[src/rtl/chan_debug_bridge_if.sv]
// Channel pipe bundle between comm_fpga_fx2 (master) and chan_debug_bridge (slave).
// Member names follow the bridge-side port names so both ends read the same.
interface chan_debug_bridge_if;
  logic [6:0] chanAddr_in;
  logic [7:0] h2fData_in;
  logic       h2fValid_in;
  logic       h2fReady_out;
  logic [7:0] f2hData_out;
  logic       f2hValid_out;
  logic       f2hReady_in;

  modport master (
    output chanAddr_in, h2fData_in, h2fValid_in, f2hReady_in,
    input  h2fReady_out, f2hData_out, f2hValid_out
  );

  modport slave (
    input  chanAddr_in, h2fData_in, h2fValid_in, f2hReady_in,
    output h2fReady_out, f2hData_out, f2hValid_out
  );
endinterface

[src/rtl/chan_debug_bridge.sv]
// Register-mapped debug port: coherent snapshot of CPU test signals, run/halt/step
// control and auto-incrementing host access to program RAM while the CPU is halted.
module chan_debug_bridge #(
  parameter int         NUM_DBG    = 8,
  parameter int         ADDR_W     = 16,
  parameter logic [6:0] CTRL_CH    = 7'h40,
  parameter logic [6:0] ADDR_LO_CH = 7'h41,
  parameter logic [6:0] ADDR_HI_CH = 7'h42,
  parameter logic [6:0] MEM_CH     = 7'h43
) (
  input  logic                   clk,
  input  logic                   reset,
  chan_debug_bridge_if.slave     chan,
  input  logic [NUM_DBG*8-1:0]   dbg_in,
  output logic                   cpu_run_out,
  output logic                   cpu_step_out,
  output logic                   ram_host_sel_out,
  output logic [ADDR_W-1:0]      ram_addr_out,
  output logic [7:0]             ram_din_out,
  output logic                   ram_we_out,
  input  logic [7:0]             ram_dout_in,
  output logic [7:0]             led_out
);

  localparam int IDX_W = (NUM_DBG > 1) ? $clog2(NUM_DBG) : 1;

  typedef enum logic [1:0] {
    ST_IDLE  = 2'd0,
    ST_FETCH = 2'd1,
    ST_VALID = 2'd2
  } fetch_state_t;

  fetch_state_t              state_r, state_nx_s;
  logic                      run_r, step_r, cap_r, ram_we_r;
  logic [NUM_DBG-1:0][7:0]   snap_r;
  logic [ADDR_W-1:0]         ptr_r, wr_addr_r;
  logic [7:0]                rd_buf_r, ram_din_r;
  logic                      ctrl_wr_s, lo_wr_s, hi_wr_s, mem_wr_s;
  logic                      run_rise_s, step_req_s, mem_sel_s, consume_s, abort_s;
  logic [15:0]               ptr_ext_s, ptr_lo_new_s, ptr_hi_new_s;
  logic [IDX_W-1:0]          dbg_idx_s;
  logic [7:0]                f2h_data_s;
  logic                      f2h_valid_s;

  assign ctrl_wr_s  = chan.h2fValid_in && (chan.chanAddr_in == CTRL_CH);
  assign lo_wr_s    = chan.h2fValid_in && (chan.chanAddr_in == ADDR_LO_CH);
  assign hi_wr_s    = chan.h2fValid_in && (chan.chanAddr_in == ADDR_HI_CH);
  assign mem_wr_s   = chan.h2fValid_in && (chan.chanAddr_in == MEM_CH) && !run_r;
  assign run_rise_s = ctrl_wr_s && chan.h2fData_in[0] && !run_r;
  // A step is only meaningful when the CPU stays halted across the write.
  assign step_req_s = ctrl_wr_s && chan.h2fData_in[1] && !chan.h2fData_in[0] && !run_r;
  assign mem_sel_s  = (chan.chanAddr_in == MEM_CH) && !run_r;
  assign abort_s    = !mem_sel_s || lo_wr_s || hi_wr_s || mem_wr_s || run_rise_s;

  // Pointer viewed as 16 bits so the high byte reads 0 above ADDR_W.
  assign ptr_ext_s    = 16'(ptr_r);
  assign ptr_lo_new_s = {ptr_ext_s[15:8], chan.h2fData_in};
  assign ptr_hi_new_s = {chan.h2fData_in, ptr_ext_s[7:0]};
  assign dbg_idx_s    = chan.chanAddr_in[IDX_W-1:0];

  // Fetch FSM state register.
  always_ff @(posedge clk) begin
    if (reset) begin
      state_r <= ST_IDLE;
    end else begin
      state_r <= state_nx_s;
    end
  end

  // Fetch FSM next-state and read-consumption decode.
  always_comb begin
    state_nx_s = state_r;
    consume_s  = 1'b0;
    if (abort_s) begin
      state_nx_s = ST_IDLE;
    end else begin
      case (state_r)
        ST_IDLE:  state_nx_s = ST_FETCH;
        ST_FETCH: state_nx_s = ST_VALID;
        ST_VALID: begin
          if (chan.f2hReady_in) begin
            state_nx_s = ST_IDLE;
            consume_s  = 1'b1;
          end else begin
            state_nx_s = ST_VALID;
          end
        end
        default:  state_nx_s = ST_IDLE;
      endcase
    end
  end

  // Control, snapshot, pointer and RAM write registers.
  always_ff @(posedge clk) begin
    if (reset) begin
      run_r     <= 1'b0;
      step_r    <= 1'b0;
      cap_r     <= 1'b0;
      snap_r    <= '0;
      ptr_r     <= '0;
      wr_addr_r <= '0;
      ram_we_r  <= 1'b0;
      ram_din_r <= 8'h00;
      rd_buf_r  <= 8'h00;
    end else begin
      if (ctrl_wr_s) begin
        run_r <= chan.h2fData_in[0];
      end
      step_r   <= step_req_s;
      cap_r    <= ctrl_wr_s && chan.h2fData_in[2];
      ram_we_r <= mem_wr_s;
      if (mem_wr_s) begin
        wr_addr_r <= ptr_r;
        ram_din_r <= chan.h2fData_in;
      end
      if (cap_r || step_r) begin
        snap_r <= dbg_in;
      end
      if (lo_wr_s) begin
        ptr_r <= ADDR_W'(ptr_lo_new_s);
      end else if (hi_wr_s) begin
        ptr_r <= ADDR_W'(ptr_hi_new_s);
      end else if (mem_wr_s || consume_s) begin
        ptr_r <= ptr_r + ADDR_W'(1);
      end
      if ((state_r == ST_FETCH) && (state_nx_s == ST_VALID)) begin
        rd_buf_r <= ram_dout_in;
      end
    end
  end

  // Host read mux; debug channels only ever see the snapshot.
  always_comb begin
    f2h_data_s  = 8'h00;
    f2h_valid_s = 1'b1;
    if (chan.chanAddr_in < 7'(NUM_DBG)) begin
      f2h_data_s = snap_r[dbg_idx_s];
    end else begin
      case (chan.chanAddr_in)
        CTRL_CH:    f2h_data_s = {5'b00000, (state_r != ST_IDLE), step_r, run_r};
        ADDR_LO_CH: f2h_data_s = ptr_ext_s[7:0];
        ADDR_HI_CH: f2h_data_s = ptr_ext_s[15:8];
        MEM_CH: begin
          if (run_r) begin
            f2h_data_s = 8'hEE;
          end else begin
            f2h_data_s  = rd_buf_r;
            f2h_valid_s = (state_r == ST_VALID);
          end
        end
        default:    f2h_data_s = 8'h00;
      endcase
    end
  end

  assign chan.h2fReady_out = 1'b1;
  assign chan.f2hData_out  = f2h_data_s;
  assign chan.f2hValid_out = f2h_valid_s;
  assign cpu_run_out       = run_r;
  assign cpu_step_out      = step_r;
  assign ram_host_sel_out  = ~run_r;
  assign ram_we_out        = ram_we_r;
  assign ram_din_out       = ram_din_r;
  // Write address is held for the write cycle; otherwise the pointer drives fetches.
  assign ram_addr_out      = ram_we_r ? wr_addr_r : ptr_r;
  assign led_out           = snap_r[0];

endmodule

[src/flat_wrapper.sv]
// flat-port wrapper written by rule: the top's interface ports become plain ports
module chan_debug_bridge_flat 
#(
  parameter int         NUM_DBG    = 8,
  parameter int         ADDR_W     = 16,
  parameter logic [6:0] CTRL_CH    = 7'h40,
  parameter logic [6:0] ADDR_LO_CH = 7'h41,
  parameter logic [6:0] ADDR_HI_CH = 7'h42,
  parameter logic [6:0] MEM_CH     = 7'h43
)
  (clk, reset, dbg_in, cpu_run_out, cpu_step_out, ram_host_sel_out, ram_addr_out, ram_din_out, ram_we_out, ram_dout_in, led_out, chan_chanAddr_in, chan_h2fData_in, chan_h2fValid_in, chan_f2hReady_in, chan_h2fReady_out, chan_f2hData_out, chan_f2hValid_out);
  chan_debug_bridge_if chan_i ();
  input  logic clk;
  input  logic reset;
  input  logic [NUM_DBG*8-1:0] dbg_in;
  output logic cpu_run_out;
  output logic cpu_step_out;
  output logic ram_host_sel_out;
  output logic [ADDR_W-1:0] ram_addr_out;
  output logic [7:0] ram_din_out;
  output logic ram_we_out;
  input  logic [7:0] ram_dout_in;
  output logic [7:0] led_out;
  input wire logic [$bits(chan_i.chanAddr_in)-1:0] chan_chanAddr_in;
  input wire logic [$bits(chan_i.h2fData_in)-1:0] chan_h2fData_in;
  input wire logic [$bits(chan_i.h2fValid_in)-1:0] chan_h2fValid_in;
  input wire logic [$bits(chan_i.f2hReady_in)-1:0] chan_f2hReady_in;
  output wire logic [$bits(chan_i.h2fReady_out)-1:0] chan_h2fReady_out;
  output wire logic [$bits(chan_i.f2hData_out)-1:0] chan_f2hData_out;
  output wire logic [$bits(chan_i.f2hValid_out)-1:0] chan_f2hValid_out;
  assign chan_i.chanAddr_in = chan_chanAddr_in;
  assign chan_i.h2fData_in = chan_h2fData_in;
  assign chan_i.h2fValid_in = chan_h2fValid_in;
  assign chan_i.f2hReady_in = chan_f2hReady_in;
  assign chan_h2fReady_out = chan_i.h2fReady_out;
  assign chan_f2hData_out = chan_i.f2hData_out;
  assign chan_f2hValid_out = chan_i.f2hValid_out;
  chan_debug_bridge #(.NUM_DBG(NUM_DBG), .ADDR_W(ADDR_W), .CTRL_CH(CTRL_CH), .ADDR_LO_CH(ADDR_LO_CH), .ADDR_HI_CH(ADDR_HI_CH), .MEM_CH(MEM_CH)) u_core (.clk(clk), .reset(reset), .chan(chan_i), .dbg_in(dbg_in), .cpu_run_out(cpu_run_out), .cpu_step_out(cpu_step_out), .ram_host_sel_out(ram_host_sel_out), .ram_addr_out(ram_addr_out), .ram_din_out(ram_din_out), .ram_we_out(ram_we_out), .ram_dout_in(ram_dout_in), .led_out(led_out));
endmodule
[config.mk]
export PLATFORM = sky130hd
export DESIGN_NAME = chan_debug_bridge_flat
export DESIGN_NICKNAME = d
export VERILOG_FILES = /design/src/rtl/chan_debug_bridge_if.sv /design/src/rtl/chan_debug_bridge.sv /design/src/flat_wrapper.sv
export SDC_FILE = /design/constraint.sdc
export NUM_CORES = 1
export LEC_CHECK = 0
export BUFFER_PORTS_ARGS = -buffer_cell sky130_fd_sc_hd__buf_2
export CAP_MARGIN = 0
export CORE_AREA = 2 2 146 120
export DETAILED_ROUTE_END_ITERATION = 7
export DIE_AREA = 0 0 148 122
export MAX_ROUTING_LAYER = met4
export PLACE_DENSITY = 0.57
export SETUP_SLACK_MARGIN = 0.5
export SLEW_MARGIN = 20
export SYNTH_ARGS = -nofsm -noshare
export SYNTH_HDL_FRONTEND = slang
export SYNTH_SLANG_ARGS = --single-unit
[constraint.sdc]
create_clock -name clk -period 2.3 [get_ports clk]
set_clock_uncertainty 0.05 [all_clocks]
set_input_delay 0 -clock clk [delete_from_list [all_inputs] [get_ports clk]]
set_output_delay 0 -clock clk [all_outputs]
set_load 0.02 [all_outputs]
Yosys cells after proc, flatten, opt, wreduce, memory -nomap -nowiden
Index checks and enable logic that the tools add are counted.

operators by class
  add/subtract/negate cells = 1
  order comparisons = 2
  eq/ne operators = 8
  multiplexer cells = 18
  bitwise logic cells = 2
  reductions and logical operators = 28

operators by type and width
  cell                   count
  $mux 16                3
  $mux 8                 4
  $pmux 8 s4             1
  $eq 7x7->1 const B     4
  $bmux 8 s3             1
  $add 16x1->16 const B  1
  $logic_and 1x1->1      13
  $lt 7x4->1 const B     1
  $logic_or 1x1->1       6
  $mux 1                 6
  $pmux 2 s3             1
  $reduce_bool 2->1      3
  $eq 2x2->1 const B     2
  $lt 3x4->1 const B     1
  $mux 2                 2
  $reduce_and 2->1       2
  $logic_not 1->1        3
  $eq 2x1->1 const B     1
  $logic_not 2->1        1
  $ne 2x1->1 const B     1
  $not 1->1              2

word-level totals
  register bits after elaboration = 118
  bits of input ports = 91

Depth between registers and ports, before layout
  depth after elaboration = 12
  mapped depth = 8
  gate-level depth less buffers = 6

Least setup slack after synthesis
Ideal clock, no wire load.

  path type = register to register
  start = register u_core.run_r (netlist: u_core.cpu_run_out)
  end = register u_core.ptr_r[5] (netlist: u_core.ptr_ext_s[5])
  arrival = 1507 ps
  data required time = 2164 ps
  path slack = 657 ps
  stages on the path, launching flop included = 6
  period minus slack after synthesis = 1643 ps
  path through = dfxtp_1 and3b_1 a32oi_1 nand2b_1 or3_1 a221oi_2

between the ends
  cells in the longest elaborated chain, start to end = 11

RTL lines
  item                           RTL line                                                                   text
  start, declared                chan_debug_bridge.sv:34                                                    logic run_r, step_r, cap_r, ram_we_r;
  start signal, assigned         chan_debug_bridge.sv:107                                                   run_r <= chan.h2fData_in[0];
  $logic_not 1->1 *              chan_debug_bridge.sv:48, chan_debug_bridge.sv:49, chan_debug_bridge.sv:52
  $logic_and 1x1->1              chan_debug_bridge.sv:52                                                    assign mem_sel_s = (chan.chanAddr_in == MEM_CH) && !run_r;
  $logic_not 1->1                chan_debug_bridge.sv:53                                                    assign abort_s = !mem_sel_s || lo_wr_s || hi_wr_s || mem_wr_s || run_rise_s;
  $logic_or 1x1->1 (4 in a row)  chan_debug_bridge.sv:53
  $mux 1                         chan_debug_bridge.sv:74                                                    if (abort_s) begin
  $logic_or 1x1->1 *             chan_debug_bridge.sv:123                                                   end else if (mem_wr_s || consume_s) begin
  $reduce_bool 2->1 (no line) *  n/a
  $reduce_and 2->1 (no line) *   n/a
  end signal, assigned           chan_debug_bridge.sv:120                                                   ptr_r <= ADDR_W'(ptr_lo_new_s);
  end signal, assigned           chan_debug_bridge.sv:122                                                   ptr_r <= ADDR_W'(ptr_hi_new_s);
  end signal, assigned           chan_debug_bridge.sv:124                                                   ptr_r <= ptr_r + ADDR_W'(1);
  end, declared                  chan_debug_bridge.sv:36                                                    logic [ADDR_W-1:0] ptr_r, wr_addr_r;

Mark *: on every way between the ends. The rest lies on a longest branch, timed or not.
A chain may end at the register's enable or synchronous reset.

Worst setup path after layout
  start = register u_core.snap_r (netlist bit u_core.led_out[0])
  end = output port chan_f2hData_out[0]

between the ends
  cells in the longest elaborated chain, start to end = 3

RTL lines
  item                          RTL line                  text
  start, declared               chan_debug_bridge.sv:35   logic [NUM_DBG-1:0][7:0] snap_r;
  start signal, assigned        chan_debug_bridge.sv:117  snap_r <= dbg_in;
  $bmux 8 s3                    chan_debug_bridge.sv:137  f2h_data_s = snap_r[dbg_idx_s];
  $mux 8 (implied by the code)  chan_debug_bridge.sv:137
  $mux 8                        chan_debug_bridge.sv:136  if (chan.chanAddr_in < 7'(NUM_DBG)) begin
  end, declared                 flat_wrapper.sv:29        output wire logic [$bits(chan_i.f2hData_out)-1:0] chan_f2hData_out;

No other way between the ends. The select of a mux whose other input is x is not followed.

==> summary.md <==
| Metric | Value |
|---|---|
| Final worst path period share | 0.7730 |
| Yosys cell types | 56 |
| Synth Cell Area | between 5000 and 6000 µm² |
| Total Wirelength | 18.68 mm |
| Critical Path Sink Type | output port |
| WP data arrival | around 1.7 ns |
| Initial Util | 0.3388 |
| #FFs+latches synth | 118 |
| GRT met3 Usage | 0.04869 |
| Final RePlAce weighted congestion | 0.8717 |
| Power Dens Cells | 609.6 nW/µm² |
| Total GRT Usage | 0.2107 |
| Antenna violations before repair | 0 |
| Die ar. | ~18000 µm² |
| Worst setup SP type | register |
| DRT Pass-1 Iters | 5 |
| Clk_lat worst skew | 0.42 ns |
| Vias in the first global route | 5306 |
| Largest family of logic cells by synthesized area | simple AND/OR/NAND/NOR gates |
| CP Data Required Time | approximately 2.3 ns |
| Largest fanout on the critical path | 3 |
| Antenna Nets Post-Route | 0 |
| First-pass GRT wire length | 28.77 mm |
| # IOs | 137 |
| Clock sinks | 118 |
| F_max | 562.5 MHz |
| Final setup TNS | 0 ns |
| Height of the die | 122 µm |
| FP Rows | 43 |
| H-tree Lvls | 4 |
| Commonest non-fill, non-tap cell in the layout | nand2_1 |
| Total number of vias | 5705 |
| Measured slew at the worst slew-check pin | ~0.8 ns |
| Complex-gate fraction of the synthesized area | 0.1637 |
| Cts bufs inserted | 17 |
| Grt met1 use | 0.3018 |
| HP Class | in -> reg |
| CTS root buf | clkbuf_16 |
| Max-slew violations | 0 |
| CTS tree | built |
| Detailed Place HPWL | 12.37 mm |
| VDD IR-drop max | approximately 510 µV |
| Most used routing layer | met1 |
| Status | finished clean |
| Post-synth EDFFs | 0 |
| RSZ-0062 raised after global routing | yes |
| Placed Area | ~6500 µm² |
| Area grow syn2layout | 42.26% |
| Hold Violations, Final | 0 |
| Met2 Resource Use GR | 0.3009 |
| WS Path Type | reg -> out |
| XOR/XNOR share of the synthesized area | 0.006159 |
| Fin crit period | 1.778 ns |
| Most frequent cells in the layout | 191 x nand2_1, 131 x buf_2, 112 x a21oi_1, 109 x dfxtp_1, 83 x dlygate4sd3_1 |
| Async SR Flop Fraction | 0 |
| Fin worst setup slack | 0.5222 ns |
| Ys Warns | 0 |
| Worst-path clk slew | 0.06 ns |
| Synth Area in Adders | 0.002200 |
| Mapped Cells | 701 |
| Post-synthesis mux area share | 0.1263 |
| Simple-gate share of the synthesized area | 0.2312 |
| Remaining DRCs | 0 |
| Slew headroom | 0.4652 |
| Mean Syn Cell Area | 8.114 µm² |
| Fin area | between 8000 and 9000 µm² |
| Routed length per instance | 16.43 µm |
| Share of cells above drive strength 1 | 0.2810 |
| Clk buf depth | 2 |
| Finished Core Util | 0.4820 |
| Total power | 4.932 mW |
| Post-Syn Nets | 793 |
| Net total in the final layout | a little under 1000 |
| Die X | 148 µm |
| Global route overflow | 0 |
| Core area | 16790 µm² |
| DP Worst Slack | 0.4246 ns |
| Post-DR vias/cell | 5.018 |
| Ys flop type | dfxtp_1 |
| Max-Cap Viols | 0 |
| Port Buffers | 135 |
| DR iter-0 viols | roughly 450 |
| Seq/Total Area, Yosys | 0.4153 |
| Final setup viols | 0 |
| Largest net degree at the start of global routing | 67 |
| Pleak | roughly 3.0 nW |
cell type report:
type,count,area (µm²)
inverters,7,26.28
diodes,1,2.502
flip-flops and latches,118,2376
clock inverters,13,122.6
multi-input cells,515,3105
repair buffers,239,1744
fillers,1626,8695
well taps,225,281.5
clock buffers,19,432.9
timing repair:
| action | CTS | global route |
|---|---|---|
| gates resized for setup | 5 | 33 |
| setup endpoints to repair | 24 | 22 |
| cloned | 0 | 1 |
| endpoints found under the hold margin | 98 | 0 |
| hold buffers | 83 | 0 |
| pin swaps | 1 | 5 |
| buffers inserted | 0 | 5 |
registers in the layout, indices dropped and copies added (netlist names), 2 cells and up:
signal              count
u_core.snap_r          56
u_core.ptr_ext_s       16
u_core.wr_addr_r       16
u_core.led_out          8
u_core.ram_din_out      8
u_core.rd_buf_r         8
u_core.state_r          2
worst max-delay path, stage by stage (launching register included):
cell,delay (ns)
dfxtp_1,0.34
mux4_2,0.50
mux2i_1,0.14
o22ai_1,0.13
buf_2,0.19
final timing paths:
| kind | depth (start not counted) | start | endpoint | slack (ns) |
|---|---|---|---|---|
| min | 4 | chan_chanAddr_in[6] | u_core.ram_we_out | 0.05 |
| max | 4 | u_core.led_out[0] | chan_f2hData_out[0] | 0.52 |
| max reg2reg | 4 | u_core.ptr_ext_s[6] | u_core.ptr_ext_s[9] | 0.54 |
| min reg2reg | 2 | u_core.wr_addr_r[6] | u_core.wr_addr_r[6] | 0.40 |
layer usage:
layer  wire length (µm)  vias up  part of all wire
li1                   -     2824                 -
met1               9397     2714              0.50
met2               8243      151              0.44
met3                860       16             0.046
met4                178        0            0.0095
met5                  0        -                 0
power breakdown:
group | total, mW | internal, mW | switching, mW | leakage [nW]
clock network | 2.51 | 1.49 | 1.02 | 0.261
logic | 0.370 | 0.194 | 0.176 | 1.83
registers | 2.05 | 2.05 | 0.00340 | 0.955
per-stage QoR:
step	cells	hold slack [ns]
2_1_floorplan	701	0.07171
3_3_place_gp	1015	0.1881
3_5_place_dp	1015	0.1949
4_1_cts	1130	0.06901
5_1_grt	1136	0.06655
6_report	1137	0.04900
cells in the mapped netlist, types with 3 or more instances:
| master | instances | area [µm²] |
|---|---|---|
| and3b_1 | 3 | 26.28 |
| nand2b_1 | 7 | 43.79 |
| a22oi_1 | 3 | 22.52 |
| xor2_1 | 3 | 26.28 |
| o22ai_1 | 8 | 50.05 |
| a21oi_1 | 112 | 560.5 |
| a21o_1 | 3 | 22.52 |
| buf_1 | 5 | 18.77 |
| buf_4 | 11 | 82.58 |
| a32oi_1 | 3 | 26.28 |
| and3_1 | 5 | 31.28 |
| inv_1 | 7 | 26.28 |
| nor2_1 | 35 | 131.4 |
| nand3_1 | 10 | 50.05 |
| mux4_2 | 16 | 360.4 |
| mux2_2 | 14 | 157.7 |
| nor2b_1 | 5 | 31.28 |
| or3_1 | 3 | 18.77 |
| nor3_1 | 8 | 40.04 |
| dfxtp_1 | 118 | 2362 |
| clkbuf_1 | 34 | 127.6 |
| a211oi_1 | 5 | 37.54 |
| nand3b_1 | 3 | 22.52 |
| nand4_1 | 9 | 56.30 |
| o21ai_0 | 16 | 80.08 |
| nand2_1 | 191 | 716.9 |
| buf_2 | 11 | 55.05 |
| mux2i_1 | 20 | 200.2 |
kinds of logic after synthesis:
group | count (synthesis)
other | 1
buffers and inverters | 68
flip-flops | 118
adder cells (fa/ha/maj) | 1
AND/OR/NAND/NOR | 294
multiplexers | 50
XOR/XNOR | 4
AO/OA/AOI/OAI | 165
No activity file was read; power rests on OpenSTA's default activity.
